## src/rtl/pc_sequencer.sv

```systemverilog
// pc_sequencer: next-PC selection with boot delay, halt mode, trap redirect and stall-deferred redirects.
module pc_sequencer #(
  parameter logic [31:0] RESET_VECTOR = 32'h0000_0000,
  parameter int          BOOT_CYCLES  = 2
) (
  input  logic        clk,
  input  logic        reset,
  input  logic [31:0] pc_cur,
  input  logic        stall,
  input  logic        branch_taken,
  input  logic [31:0] branch_target,
  input  logic        jump,
  input  logic [31:0] jump_target,
  input  logic        trap_req,
  input  logic [31:0] trap_vector,
  input  logic        halt_req,
  input  logic        resume,
  output logic [31:0] pc_next,
  output logic        flush,
  output logic        fetch_valid,
  output logic        misalign_fault,
  output logic [31:0] fault_addr
);
  typedef enum logic [1:0] {BOOT, RUN, HALT} state_t;
  localparam int CW = BOOT_CYCLES > 1 ? $clog2(BOOT_CYCLES) : 1;
  state_t        state, state_nx;
  logic [CW-1:0] boot_cnt;
  logic          pending_valid, pending_nx, redirect, misalign;
  logic [31:0]   pending_target, pending_target_nx, target;
  assign redirect = jump | branch_taken;
  assign target   = jump ? jump_target : branch_target;
  always_comb begin
    state_nx          = state;
    pending_nx        = pending_valid;
    pending_target_nx = pending_target;
    misalign          = 1'b0;
    pc_next           = pc_cur;
    flush             = 1'b0;
    if (reset || state == BOOT) begin
      pc_next  = RESET_VECTOR;
      flush    = 1'b1;
      state_nx = (state == BOOT && boot_cnt == CW'(BOOT_CYCLES - 1)) ? RUN : BOOT;
    end else if (trap_req) begin
      pc_next    = trap_vector;
      flush      = 1'b1;
      pending_nx = 1'b0;
      state_nx   = RUN;
    end else if (state == HALT) begin
      state_nx = (resume && !halt_req) ? RUN : HALT;
    end else if (redirect && target[1:0] != 2'b00) begin
      pc_next  = trap_vector;
      flush    = 1'b1;
      misalign = 1'b1;
    end else if (stall) begin
      if (redirect) begin
        pending_nx        = 1'b1;
        pending_target_nx = target;
      end
    end else if (pending_valid) begin
      pc_next    = pending_target;
      flush      = 1'b1;
      pending_nx = 1'b0;
    end else if (redirect) begin
      pc_next = target;
      flush   = 1'b1;
    end else if (halt_req) begin
      state_nx = HALT;
    end else begin
      pc_next = pc_cur + 32'd4;
    end
  end
  assign fetch_valid = state == RUN && !stall && !flush && !halt_req;
  always_ff @(posedge clk) begin
    if (reset) begin
      state          <= BOOT;
      boot_cnt       <= '0;
      pending_valid  <= 1'b0;
      pending_target <= '0;
      misalign_fault <= 1'b0;
      fault_addr     <= '0;
    end else begin
      state          <= state_nx;
      boot_cnt       <= state == BOOT ? boot_cnt + 1'b1 : '0;
      pending_valid  <= pending_nx;
      pending_target <= pending_target_nx;
      misalign_fault <= misalign;
      if (misalign) fault_addr <= target;
    end
  end
endmodule

```

## config.mk

```make
export PLATFORM = sky130hd
export DESIGN_NAME = pc_sequencer
export DESIGN_NICKNAME = d
export VERILOG_FILES = /design/src/rtl/pc_sequencer.sv
export SDC_FILE = /design/constraint.sdc
export NUM_CORES = 1
export LEC_CHECK = 0
export BUFFER_PORTS_ARGS = -buffer_cell sky130_fd_sc_hd__buf_2
export CAP_MARGIN = 20
export CORE_MARGIN = 3
export CORE_UTILIZATION = 23
export DETAILED_ROUTE_END_ITERATION = 8
export GPL_TIMING_DRIVEN = 0
export PLACE_DENSITY = 0.52
export SYNTH_ARGS = -nofsm -noshare
export SYNTH_HDL_FRONTEND = slang
export SYNTH_SLANG_ARGS = --single-unit
```

## constraint.sdc

```tcl
create_clock -name clk -period 2.85 [get_ports clk]
set_input_delay 0.57 -clock clk [delete_from_list [all_inputs] [get_ports clk]]
set_output_delay 0.57 -clock clk [all_outputs]
set_load 0.01 [all_outputs]
```

==> results.txt <==
* Run status: finished clean
* Wirelength, routed: 27,600 um
- Half-perimeter wire length of the detailed placement result: 21,600 um
* Gate count after technology mapping: 696
- Compared with the post-synthesis result, the final layout area differs by 43.4%.
* Row count: 55
- Count of different cell masters after synthesis: 69
* Source of the worst hold timing path: boot_cnt$_SDFF_PP0_
- CP most frequent cell: sky130_fd_sc_hd__buf_4
- During I/O placement, the number of pins put on the boundary was 203.
- Final critical path time including I/O delays and setup: 2.83 ns
- Synthesized netlist net count: 833
- Traced cell by cell, the critical path runs through buf_4, buf_4, clkbuf_4, o21ai_1, a21oi_1, o41ai_2, buf_2.
* Final setup violation count: 0
* Fin Setup TNS: 0 ns
- The clock tree synthesis step divided the H-tree into 3 levels.
* Worst hold-check path type: reg -> reg
- Power per cell area: 396 mW/mm2
* Antenna violations before repair: 2
- Port buffering added 197 buffers.
- Averaged over all synthesized cells, the footprint is 7.66 um2.
* Endpoint class of the critical path: output pin
- Of the post-synthesis cell area, the dominant cell type holds 0.259.
* Via count of the first global-routing pass: 6,326
- The initial utilization of the core area, before any placement, comes to 0.235.
- Maximum clock path buffer count: 2
- Count leader, synth: sky130_fd_sc_hd__nor2_1
- In the final routed layout, each cell accounts on average for 22.8 um.
- For this run, the post-layout net count is 1,052.
- RePlAce Congestion: 0.932
* Req. time, crit path: 2.28 ns
- For this run, the total global-route usage over all layers was measured as 0.210.
- Counting cells, the worst reg-to-reg path comes to 9.
* Reg-to-reg startpoint: state[1]$_SDFFE_PP0P_
- Across all hold checks on the routed design, the worst slack comes to 0.423 ns.
- Wire length of the first global-routing pass: 39,600 um
* Floorplan Core Area: 0.0227 mm2
* Max-cap violation count: 0
- Worst IR Drop VDD: 257 uV
- Top cells by count, synth: 100 x sky130_fd_sc_hd__nor2_1, 69 x sky130_fd_sc_hd__dfxtp_1, 53 x sky130_fd_sc_hd__a211oi_1
* R2r setup slk: 0.74 ns
- Slowest cell on the critical path: sky130_fd_sc_hd__dfxtp_4
- Yosys printed 0 warnings.
* Clock Pin Slew Worst Setup and Hold Paths: 0.06 ns
- Clock latency at the later pin of the worst-skew pair: 0.33 ns
- Final core utilization: 0.337
- Sequential cell area fraction in the yosys report: 0.259
* CTS buffer count: 9
- The die covers 0.0250 mm2.
- Hold Violations, Final: 0
- The final number of max-transition violations came to 0.
* Total standard cell area after synthesis: 0.00533 mm2
- Critical Path Source Type: flip-flop
- Cell at the root of the clock tree: sky130_fd_sc_hd__clkbuf_16
- The detailed router placed 6,652 vias in this run.
- Share of async-settable or async-resettable flops after synthesis: 0
* Number of iterations in the first detailed-routing pass: 5
- For this run, design rule violations remaining after detail routing come to 0.
* Delay of the slowest cell on the worst path: 0.39 ns
- The worst pin sits at a relative slew slack of 0.472.
* Antenna violation net count after detailed routing: 0
* Most used flip-flop cell after synthesis: sky130_fd_sc_hd__dfxtp_1
* Worst setup path category: reg -> out
- Ratio of cells with drive above 1 in the final layout: 0.410
- TritonCTS built the clock tree.
- At the placement stage, the worst setup path has a slack of -0.740 ns.
- In the finished design, the share of the clock period the worst path needs comes to 0.991.
* Highest clock frequency the design can meet: 354 MHz
- Entering global routing, the biggest net connects 12 pins.
* CP Data Arrival Time: 2.26 ns
- The detailed router finished its first iteration with 582 violations.
- After clock tree synthesis, the flow added hold-fix buffers numbering 0.
- The clock drives 69 sinks.
- After layout, the worst setup slack is 0.0249 ns.
- Measured along the y axis, the die boundary spans 158 um.
- Largest fanout of any net on the critical path: 10
- Fin Clk Skew: 0.00434 ns
* Cell count of the worst hold path: 1
* Cell type with the largest total area after synthesis: sky130_fd_sc_hd__dfxtp_1
- In this run, synthesis inferred 0 flip-flops with an integrated enable.
* Total grt overflow: 0
- Static Leakage: 0.00309 uW
- Pin slew with the least headroom to its limit: 0.793 ns
- Counting flops and latches in the post-synthesis netlist gives 69.
* Worst reg2reg path endpoint: pending_target[10]$_SDFFE_PP0P_
* Dominant cells by area after synthesis: sky130_fd_sc_hd__dfxtp_1 26%, sky130_fd_sc_hd__a211oi_1 7.5%, sky130_fd_sc_hd__nor2_1 7.0%
- Dividing the detail-routed via count by the number of cells gives 5.51.
- In this run the horizontal extent of the chip is 158 um.
- Destination of the worst hold path: boot_cnt$_SDFF_PP0_
==> where the power goes <==
part           switching [uW]  internal (uW)
registers                16.1            992
logic                     556            343
clock network             426            695
==> how the worst max path moves through the flow <==
stage	startpoint	endpoint	slack, ns
after detailed placement	jump	pc_next[9]	-0.74
after global routing	state[1]$_SDFFE_PP0P_	pc_next[8]	-0.02
after floorplan	jump	fetch_valid	0.26
after CTS	jump	pc_next[31]	-0.02
after global placement	jump	pc_next[31]	-0.73
final	pending_valid$_SDFFE_PP0P_	pc_next[7]	0.02
==> layout by cell type (no fill, tap or decap), types with 9 or more instances in the layout <==
| cell | count |
|---|---|
| sky130_fd_sc_hd__mux2i_1 | 33 |
| sky130_fd_sc_hd__dfxtp_1 | 68 |
| sky130_fd_sc_hd__a21oi_1 | 29 |
| sky130_fd_sc_hd__buf_4 | 20 |
| sky130_fd_sc_hd__o22ai_1 | 17 |
| sky130_fd_sc_hd__nor2_1 | 93 |
| sky130_fd_sc_hd__buf_2 | 207 |
| sky130_fd_sc_hd__a211oi_1 | 50 |
| sky130_fd_sc_hd__clkbuf_1 | 9 |
| sky130_fd_sc_hd__o21ai_0 | 29 |
| sky130_fd_sc_hd__buf_6 | 18 |
| sky130_fd_sc_hd__a211oi_2 | 20 |
| sky130_fd_sc_hd__nand4_1 | 11 |
| sky130_fd_sc_hd__clkbuf_16 | 9 |
| sky130_fd_sc_hd__nand3_1 | 14 |
| sky130_fd_sc_hd__o21ai_1 | 13 |
| sky130_fd_sc_hd__nand2_1 | 47 |
==> final cells by class <==
| class | instances | area, um2 |
|---|---|---|
| clock buffers | 11 | 243 |
| inverters | 9 | 40.0 |
| flip-flops and latches | 69 | 1390 |
| plain buffers | 65 | 479 |
| well taps | 285 | 357 |
| clock inverters | 5 | 50.0 |
| fillers | 2471 | 15100 |
| repair buffers | 208 | 1110 |
| diodes | 2 | 5.00 |
| multi-input cells | 553 | 3970 |
==> sequential cells by signal, indices dropped and copies added (netlist names) <==
| register | flops |
|---|---|
| misalign_fault | 1 |
| state | 2 |
| boot_cnt | 1 |
| pending_valid | 1 |
| pending_target | 32 |
| fault_addr | 32 |
==> stage by stage <==
step | cells | cell area (um2) | total power (uW)
after global routing | 1206 | 7640 | 3150
final | 1207 | 7650 | 3030
after CTS | 1199 | 7280 | 2970
after detailed placement | 1178 | 6670 | 1800
after global placement | 1178 | 6670 | 1790
after floorplan | 696 | 5330 | 1440
==> repair_timing <==
item	in CTS	in global routing
gates cloned	0	1
buffers inserted	5	5
pin swaps	11	19
resized for setup	81	95
setup endpoints to repair	34	30
==> critical path, delay by kind of cell, from the launching register on <==
family | cells | cell delay, ns
buffers and inverters | 4 | 0.78
AO/OA/AOI/OAI | 3 | 0.76
flip-flops | 1 | 0.39
==> metal layers <==
layer / track usage / vias up / part of all wire
li1: - / 3109 / -
met1: 0.287 / 3162 / 0.42
met2: 0.343 / 341 / 0.47
met3: 0.0416 / 38 / 0.090
met4: 0.0463 / 2 / 0.019
met5: 0 / - / 0.00047
==> cell families after synthesis <==
group                      share of synthesized area
DFF                                            0.259
AOI/OAI and AO/OA                              0.360
xor gates and xnor gates                     0.00822
buffers and inverters                         0.0732
muxes                                         0.0620
adders and majority gates                    0.00235
and+or+nand+nor                                0.235
Note: power is estimated with default switching activity, not from simulation.
